===== src/rtl/core_scheduler.sv =====
// rtl/core_scheduler.sv - per-core fetch/decode/LSU/execute/writeback sequencer
// Optional watchdog on FETCH/WAIT handshakes is built when SCHED_TIMEOUT_EN is defined.
module core_scheduler #(
  parameter int INST_WIDTH     = 32,
  parameter int PC_WIDTH       = 8,
  parameter int TIMEOUT_CYCLES = 64
) (
  input  logic                  clk,
  input  logic                  rst_n,
  input  logic                  start,
  output logic                  done,
  output logic                  error,
  output logic [2:0]            state,
  output logic [PC_WIDTH-1:0]   pc,
  output logic                  fetch_valid,
  output logic [PC_WIDTH-1:0]   fetch_addr,
  input  logic                  fetch_ready,
  input  logic [INST_WIDTH-1:0] fetch_data,
  output logic [INST_WIDTH-1:0] instruction,
  input  logic [3:0]            dec_opcode,
  input  logic                  dec_reg_write,
  input  logic                  dec_mem_read,
  input  logic                  dec_mem_write,
  output logic                  lsu_valid,
  input  logic                  lsu_done,
  output logic                  reg_write_strobe
);

  typedef enum logic [2:0] {
    S_IDLE    = 3'd0,
    S_FETCH   = 3'd1,
    S_DECODE  = 3'd2,
    S_REQUEST = 3'd3,
    S_WAIT    = 3'd4,
    S_EXECUTE = 3'd5,
    S_UPDATE  = 3'd6,
    S_DONE    = 3'd7
  } state_t;

  localparam logic [PC_WIDTH-1:0] PC_MAX = '1;

  state_t                r_state;
  state_t                w_next;
  logic [PC_WIDTH-1:0]   r_pc;
  logic [INST_WIDTH-1:0] r_instruction;
  logic                  r_fetch_valid;
  logic                  r_lsu_valid;
  logic                  r_done;
  logic                  r_strobe;
  logic                  w_timeout;
  logic                  w_launch;

  assign w_launch = start && (r_state == S_IDLE || r_state == S_DONE);

`ifdef SCHED_TIMEOUT_EN
  localparam int CW = $clog2(TIMEOUT_CYCLES + 1);

  logic [CW-1:0] r_tcnt;
  logic          r_error;

  // Counter restarts on every state change, so it measures time spent in the current FETCH/WAIT visit.
  always_ff @(posedge clk or negedge rst_n) begin
    if (!rst_n) begin
      r_tcnt <= '0;
    end else if (w_next != r_state) begin
      r_tcnt <= '0;
    end else if (r_state == S_FETCH || r_state == S_WAIT) begin
      r_tcnt <= r_tcnt + 1'b1;
    end
  end

  assign w_timeout = ((r_state == S_FETCH && !fetch_ready) || (r_state == S_WAIT && !lsu_done))
                     && (r_tcnt == CW'(TIMEOUT_CYCLES - 1));

  always_ff @(posedge clk or negedge rst_n) begin
    if (!rst_n) begin
      r_error <= 1'b0;
    end else if (r_state == S_DONE && start) begin
      r_error <= 1'b0;
    end else if (w_timeout) begin
      r_error <= 1'b1;
    end
  end

  assign error = r_error;
`else
  logic [31:0] w_unused_timeout;
  assign w_unused_timeout = TIMEOUT_CYCLES;
  assign w_timeout        = 1'b0;
  assign error            = 1'b0;
`endif

  always_comb begin
    w_next = r_state;
    case (r_state)
      S_IDLE:    if (start) w_next = S_FETCH;
      S_FETCH: begin
        if (fetch_ready)    w_next = S_DECODE;
        else if (w_timeout) w_next = S_DONE;
      end
      S_DECODE: begin
        if (dec_opcode == 4'hF)                 w_next = S_DONE;
        else if (dec_mem_read || dec_mem_write) w_next = S_REQUEST;
        else                                    w_next = S_EXECUTE;
      end
      S_REQUEST: w_next = S_WAIT;
      S_WAIT: begin
        if (lsu_done)       w_next = S_EXECUTE;
        else if (w_timeout) w_next = S_DONE;
      end
      S_EXECUTE: w_next = S_UPDATE;
      S_UPDATE:  w_next = (r_pc == PC_MAX) ? S_DONE : S_FETCH;
      S_DONE:    if (start) w_next = S_FETCH;
      default:   w_next = S_IDLE;
    endcase
  end

  // Strobes are registered from the next state so they line up exactly with the state they belong to.
  always_ff @(posedge clk or negedge rst_n) begin
    if (!rst_n) begin
      r_state       <= S_IDLE;
      r_pc          <= '0;
      r_instruction <= '0;
      r_fetch_valid <= 1'b0;
      r_lsu_valid   <= 1'b0;
      r_done        <= 1'b0;
      r_strobe      <= 1'b0;
    end else begin
      r_state       <= w_next;
      r_fetch_valid <= (w_next == S_FETCH);
      r_lsu_valid   <= (w_next == S_REQUEST);
      r_done        <= (w_next == S_DONE);
      r_strobe      <= (w_next == S_UPDATE) && dec_reg_write;
      if (w_launch) begin
        r_pc <= '0;
      end else if (r_state == S_UPDATE && r_pc != PC_MAX) begin
        r_pc <= r_pc + 1'b1;
      end
      if (r_state == S_FETCH && fetch_ready) begin
        r_instruction <= fetch_data;
      end
    end
  end

  assign state            = r_state;
  assign pc               = r_pc;
  assign fetch_valid      = r_fetch_valid;
  assign fetch_addr       = r_pc;
  assign instruction      = r_instruction;
  assign lsu_valid        = r_lsu_valid;
  assign done             = r_done;
  assign reg_write_strobe = r_strobe;

endmodule


===== config.mk =====
export PLATFORM = sky130hd
export DESIGN_NAME = core_scheduler
export DESIGN_NICKNAME = d
export VERILOG_FILES = /design/src/rtl/core_scheduler.sv
export SDC_FILE = /design/constraint.sdc
export NUM_CORES = 1
export LEC_CHECK = 0
export BUFFER_PORTS_ARGS = -buffer_cell sky130_fd_sc_hd__buf_2
export CORE_MARGIN = 2
export CORE_UTILIZATION = 43
export CTS_BUF_LIST = sky130_fd_sc_hd__clkbuf_8
export DETAILED_ROUTE_END_ITERATION = 8
export GPL_ROUTABILITY_DRIVEN = 0
export MAX_ROUTING_LAYER = met4
export PLACE_DENSITY_LB_ADDON = 0.15
export SLEW_MARGIN = 20
export SYNTH_ARGS = -nofsm -noshare
export SYNTH_HDL_FRONTEND = slang
export SYNTH_SLANG_ARGS = --single-unit

===== constraint.sdc =====
create_clock -name clk -period 1.6 [get_ports clk]
set_input_delay 0.32 -clock clk [delete_from_list [all_inputs] [get_ports clk]]
set_output_delay 0.32 -clock clk [all_outputs]
set_load 0.05 [all_outputs]

* After elaboration in Yosys (flattened, before gate mapping) *
Cells that the tools add are included.

storage, ports and cells
  logic and storage cells = 40
  input bits = 44
  output and inout port bits = 56
  flip-flop bits (word level) = 47

operators by class
  equal/unequal tests = 14
  reduce and logical (&&, ||, !) cells = 9
  multiplexer cells = 9
  add/subtract/negate cells = 1

operators with widths
  kind                 number
  $pmux 3 s7           1
  $eq 3x3->1 const B   6
  $mux 3               6
  $mux 8               2
  $eq 3x2->1 const B   3
  $add 8x1->8 const B  1
  $eq 8x8->1 const B   1
  $ne 8x8->1 const B   1
  $eq 3x1->1 const B   2
  $eq 4x4->1 const B   1
  $logic_and 1x1->1    4
  $logic_not 3->1      1
  $logic_or 1x1->1     2
  $reduce_bool 2->1    1
  $reduce_or 2->1      1

* Longest topological paths before layout *
Gate-level depths: netlist of run 1.

  depth in word-level cells = 6
  depth in mapped cells = 5
  gate-level depth less buffers = 5

* Worst setup path before layout of run 1 *
No wires, ideal clock.

  path kind = register to register
  start point = register r_state[2], in the netlist state[2]
  end point = register r_instruction[10], in the netlist instruction[10]
  arrival = 1.728 ns
  cell stages (with the launch flop) = 5
  buffers on the path = 1
  required time = 1.475 ns
  period minus slack after synthesis = 1.853 ns
  slack = -0.253 ns
  cell sequence = dfrtp_1 > nand2b_2 > nor3b_4 > buf_6 > mux2_2

between the ends
  cells in the longest elaborated chain, start to end = 2

ends and longest elaborated chain
  what                      line  source
  start: declaration        42    state_t r_state;
  start signal: assignment  129   r_state <= w_next;
  $eq 3x1->1                139   if (r_state == S_FETCH && fetch_ready) begin
  $logic_and 1x1->1         139
  end signal: assignment    140   r_instruction <= fetch_data;
  end: declaration          45    logic [INST_WIDTH-1:0] r_instruction;

No other way between the ends.
A chain may end at the register's enable or synchronous reset.

* Worst setup path after layout of run 1 *
  start point = register r_state[1], in the netlist state[1]
  end point = output state[1]

RTL lines
  what              line  source
  end: declaration  13    output logic [2:0] state,

No word-level cell between the ends.

==> metrics.yaml, run 1 <==
power_mw: 6.574
slew_violations: 0
ys_async_sr_fraction_pct: 100.0
nFillCells: 407
grt_antenna_before_repair: 0
worst_r2r_path_depth: 4
cap_violations: 0
ios: 100
fin_nets: 312
path_clk_slew_ps: 80
synth_edf_count: 0
rr_endpoint: "instruction[16]$_DFFE_PN0P_"
swShare_pct: 52.53
cpMaxStageDelayCell: "dfrtp_2"
cp-start-kind: "flip-flop"
critPathRequiredTime_ps: 1280
syn_avg_cell_area_um2: 12.68
routed_via_density: 4.893
min_period_ps: 1490
ant_nets: 0
dp_worst_setup_slack_ps: 34.53
die_area_um2: 5500
drt-initial-drc-count: 79
cts_max_path_buffers: 2
htree_levels: 2
slowest_delay_ps: 450
first_global_vias: 1355
dieHeight_um: 74.17
ys_ff_latch: 47
synthesis.nets: 212
die_w_um: 74.17
fp.coreArea_um2: 4723
end_kind: "primary output"
whs_path_depth: 2
grt_max_degree: 48
drive_gt1_share_pct: 57.46
diodes: 0
p_clk_share_pct: 10.2
rrSetupSlack_ps: 120
critPathTopFamily: "flip-flops"
crit_chain: "buf_4 > buf_2"
intPower_mw: 3.120
p_per_area_nw_per_um2: 2370
grt_overflow: 0
peakVddDrop_mv: 1.281
cts_tree: "built"
hp-class: "input port to flip-flop"
yosys_warnings: 0
wl_per_cell_um: 12.50
path_class: "flip-flop to primary output"
outcome: "completed"
port-buffer-count: 98
first_pass_iters: 4
worstPathArrival_ps: 1170
cts_buffers: 5
worstPathMaxFanout: 7
initial_core_util_pct: 44.82
hold_violations: 0
grt_usage_pct: 15.80
crit_buf_inv: 2
setup_ws_ps: 109.9
syn2layout_area_growth_pct: 31.03
leakagePower_nw: 1.398
crit_start: "state[1]$_DFF_PN0_"
netlist-cell-type-count: 37
endpoint: "state[1]"
max_freq_mhz: 671.1
synth_area_um2: 2117
drt_wl_total_mm: 4.189
worstReg2RegStart: "state[2]$_DFF_PN0_"
insertion_delay_ps: 290
period_share_pct: 93.13
synth-seq-area-share_pct: 55.56
grt_setup_unrepaired: "false"
grt_pass1_wl_mm: 6.389
hpwl_mm: 3.054
path_depth: 2
cts_root_buf: "clkbuf_8"
route.detailed.drc: 0
p_seq_share_pct: 30.8
synthFlopType: "dfrtp_1"
total_switching_power_mw: 3.453
rows: 25
setup_violations: 0
num_vias: 1639
synthesis.instances: 167
cts.sinks: 47
combPwrFrac_pct: 59.0
skew_ps: 4.904
## sequential cells by signal, summed over array words and instances, names as in the netlist
| register | count |
|---|---|
| instruction | 32 |
| fetch_addr | 8 |
| state | 3 |
| done | 1 |
| fetch_valid | 1 |
| lsu_valid | 1 |
| reg_write_strobe | 1 |
## layer usage
layer,routed length [um],GRT usage [%],up-vias
met5,0,-,-
met4,99,7.677,0
met3,313,4.743,11
met2,1948,24.50,65
met1,1828,18.77,763
li1,-,-,800
## worst min path at each step
| stage | slack, ps | endpoint | from |
|---|---|---|---|
| finish | 240 | instruction[5]$_DFFE_PN0P_ | fetch_data[5] |
| floorplan | 20 | done$_DFF_PN0_ | rst_n |
| global route | 230 | instruction[6]$_DFFE_PN0P_ | fetch_data[6] |
| CTS | 230 | instruction[6]$_DFFE_PN0P_ | fetch_data[6] |
| global placement | 320 | instruction[6]$_DFFE_PN0P_ | rst_n |
| detailed placement | 330 | instruction[6]$_DFFE_PN0P_ | rst_n |
## synth_stat cells (2+ instances only)
library cell	n	share of area, %
o21a_1	2	0.71
nand4_1	4	1.2
nor2_1	3	0.53
nand2b_1	2	0.59
inv_1	2	0.35
a211oi_1	2	0.71
buf_4	10	3.5
o211ai_1	2	0.71
a21oi_1	4	0.95
mux2i_1	3	1.4
a31oi_1	4	1.2
nor3b_1	3	1.1
mux2_1	2	1.1
o21ai_0	8	1.9
buf_6	3	1.6
dfrtp_1	47	56
nand2_1	8	1.4
nand3_1	6	1.4
mux2_2	30	16
and3_1	2	0.59
nor3_1	4	0.95
## power by group through the flow
stage / Combinational, mW / Sequential, mW / Clock (mW)
6_report: 3.88 / 2.03 / 0.667
5_1_grt: 4.09 / 2.09 / 0.743
4_1_cts: 3.86 / 2.04 / 0.699
3_5_place_dp: 3.85 / 2.07 / 0
3_3_place_gp: 3.82 / 2.06 / 0
2_1_floorplan: 1.18 / 3.90 / 0
## cell type report
| class | count | area [um^2] | share of cell area [%] |
|---|---|---|---|
| clock buffers | 5 | 68.82 | 2.481 |
| repair buffers | 107 | 585.6 | 21.11 |
| clock inverters | 3 | 12.51 | 0.4511 |
| multi-input cells | 104 | 833.3 | 30.04 |
| inverters | 2 | 7.507 | 0.2706 |
| well taps | 67 | 83.83 | 3.022 |
| flip-flops and latches | 47 | 1182 | 42.63 |
## cell families (layout without fill, tap and decap cells)
group / Yosys count / in the layout / synth area share, %
flip-flops: 47 / 47 / 55.56
AND/OR/NAND/NOR: 41 / 41 / 11.94
multiplexers: 35 / 35 / 18.44
AO/OA/AOI/OAI: 26 / 26 / 7.564
buffers and inverters: 16 / 117 / 5.733
adder cells (fa/ha/maj): 1 / 1 / 0.5909
other: 1 / 1 / 0.1771
## what timing repair did
action	CTS	global route
setup buffers	0	2
setup endpoints to repair	0	3
endpoints found under the hold margin	8	0
hold buffers	1	0
resized for setup	0	3
## through the flow
| step | util, % | area (um^2) | TNS [ps] | std cells | hold slack, ps |
|---|---|---|---|---|---|
| final | 58.73 | 2774 | 0 | 335 | 239.1 |
| after global routing | 58.73 | 2774 | 0 | 335 | 229.1 |
| after CTS | 58.23 | 2750 | 0 | 333 | 233.7 |
| after detailed placement | 56.29 | 2659 | 0 | 324 | 325.3 |
| after global placement | 56.29 | 2659 | 0 | 324 | 324.7 |
| after floorplan | - | 2128 | -1209 | 167 | 24.41 |
## placed cells by master (no fill, tap or decap), types with 2 or more instances in the layout
cell	instances
mux2_2	30
dfrtp_2	5
inv_1	4
buf_2	98
a211oi_1	2
nand2b_1	2
nand2_1	8
o21ai_0	7
dfrtp_1	42
mux2i_1	3
mux2_1	2
and3_1	2
o21ai_1	2
o211ai_1	2
buf_4	6
a31oi_1	4
nand3_1	6
a21oi_1	3
nor2_1	2
clkbuf_8	5
nor3b_1	3
nand4_1	4
buf_12	2
nor3_1	4
o21a_1	2
(Power assumes the default switching activity.)
==> run 2, diff against run 1 <==
CORE_UTILIZATION = 51   (was 43)
clock period = 1.95 ns   (was 1.6 ns; I/O delays follow)
==> metrics.yaml, run 2 (same netlist as run 1, synthesis figures left out) <==
outcome: "completed"
peakVddDrop_mv: 1.037
critPathTopFamily: "flip-flops"
cp-start-kind: "flip-flop"
path_class: "flip-flop to primary output"
ios: 100
num_vias: 1641
power_mw: 5.390
diodes: 0
path_clk_slew_ps: 90
fin_setup_tns_ps: 0
crit_buf_inv: 1
fin_nets: 306
wl_per_cell_um: 13.23
first_pass_iters: 4
slew_violations: 0
cts.sinks: 47
dp_worst_setup_slack_ps: 291.5
layout_common_cells: "buf_2 (98), dfrtp_1 (47), mux2_2 (30)"
postCtsSetupBuffers: 0
cts_root_buf: "clkbuf_8"
routed_via_density: 5.260
cts_hold_repair.buffers: 0
ant_nets: 0
placed_area_um2: 2604
grt_setup_unrepaired: "false"
wl_met1_mm: 1.758
max_freq_mhz: 586.4
worst_pin_slew_ps: 564.9
worstPathMaxFanout: 16
insertion_delay_ps: 300
grt_pass1_wl_mm: 6.410
wl_met2_mm: 1.990
cts_buffers: 5
grt_max_degree: 33
top_layer_used: "met4"
setup_violations: 0
dp.cells: 304
worstPathArrival_ps: 1320
crit_chain: "buf_2"
port-buffer-count: 98
first_global_vias: 1384
critPathRequiredTime_ps: 1560
route.met3.wl_um: 338
dieHeight_um: 68.43
drive_gt1_share_pct: 54.58
cts_resized: 0
fin_util_pct: 67.69
min_period_ps: 1705
initial_core_util_pct: 52.92
skew_ps: 12.28
htree_levels: 2
p_per_area_nw_per_um2: 1991
grt_overflow: 0
hp-class: "input port to async pin"
cpMaxStageDelayCell: "dfrtp_1"
end_kind: "primary output"
hpwl_mm: 3.177
fp.coreArea_um2: 4000
cts_max_path_buffers: 2
layout_commonest_cell: "buf_2"
rows: 23
route.detailed.drc: 0
setup_ws_ps: 244.6
grt_antenna_before_repair: 0
drt_wl_total_mm: 4.129
syn2layout_area_growth_pct: 27.90
grt_usage_pct: 19.11
fin_area_um2: 2708
slowest_delay_ps: 660
hold_violations: 0
drt-initial-drc-count: 53
largest_reg_flops: 32
cap_violations: 0
hold_ws_ps: 71.48
leakagePower_nw: 1.372
die_area_um2: 4683
cts_tree: "built"
die_w_um: 68.43
max_slew_margin_pct: 62.34
final-instance-count-excl-fill: 312
period_share_pct: 87.45
## run 2: worst paths after layout
path,slack [ps],cells after the start,endpoint,from
max,240,1,state[1],state[1]$_DFF_PN0_
min,70,1,lsu_valid$_DFF_PN0_,rst_n
max reg2reg,250,4,fetch_addr[3]$_DFFE_PN0P_,state[1]$_DFF_PN0_
min reg2reg,480,1,instruction[6]$_DFFE_PN0P_,instruction[6]$_DFFE_PN0P_
max in group asynchronous,1350,2,instruction[12]$_DFFE_PN0P_,rst_n
min in group clk,310,3,reg_write_strobe$_DFF_PN0_,dec_reg_write
## run 2: metal layers
metal	vias up	global-route usage, %
li1	788	-
met1	786	24.44
met2	62	29.21
met3	5	5.757
met4	0	6.000
met5	-	-
## run 2: area by class of cell
class | instances | area [um^2]
fill | 328 | 1292
timing repair buffer | 101 | 538.0
inverter | 2 | 7.507
clock buffer | 7 | 96.34
clock inverter | 1 | 7.507
sequential | 47 | 1176
tap | 50 | 62.56
multi-input combinational | 104 | 819.5
## run 2: where the power goes
group | total (mW) | internal [mW] | switching [mW]
clock | 0.634 | 0.322 | 0.312
combinational | 3.07 | 0.843 | 2.23
sequential | 1.68 | 1.40 | 0.284
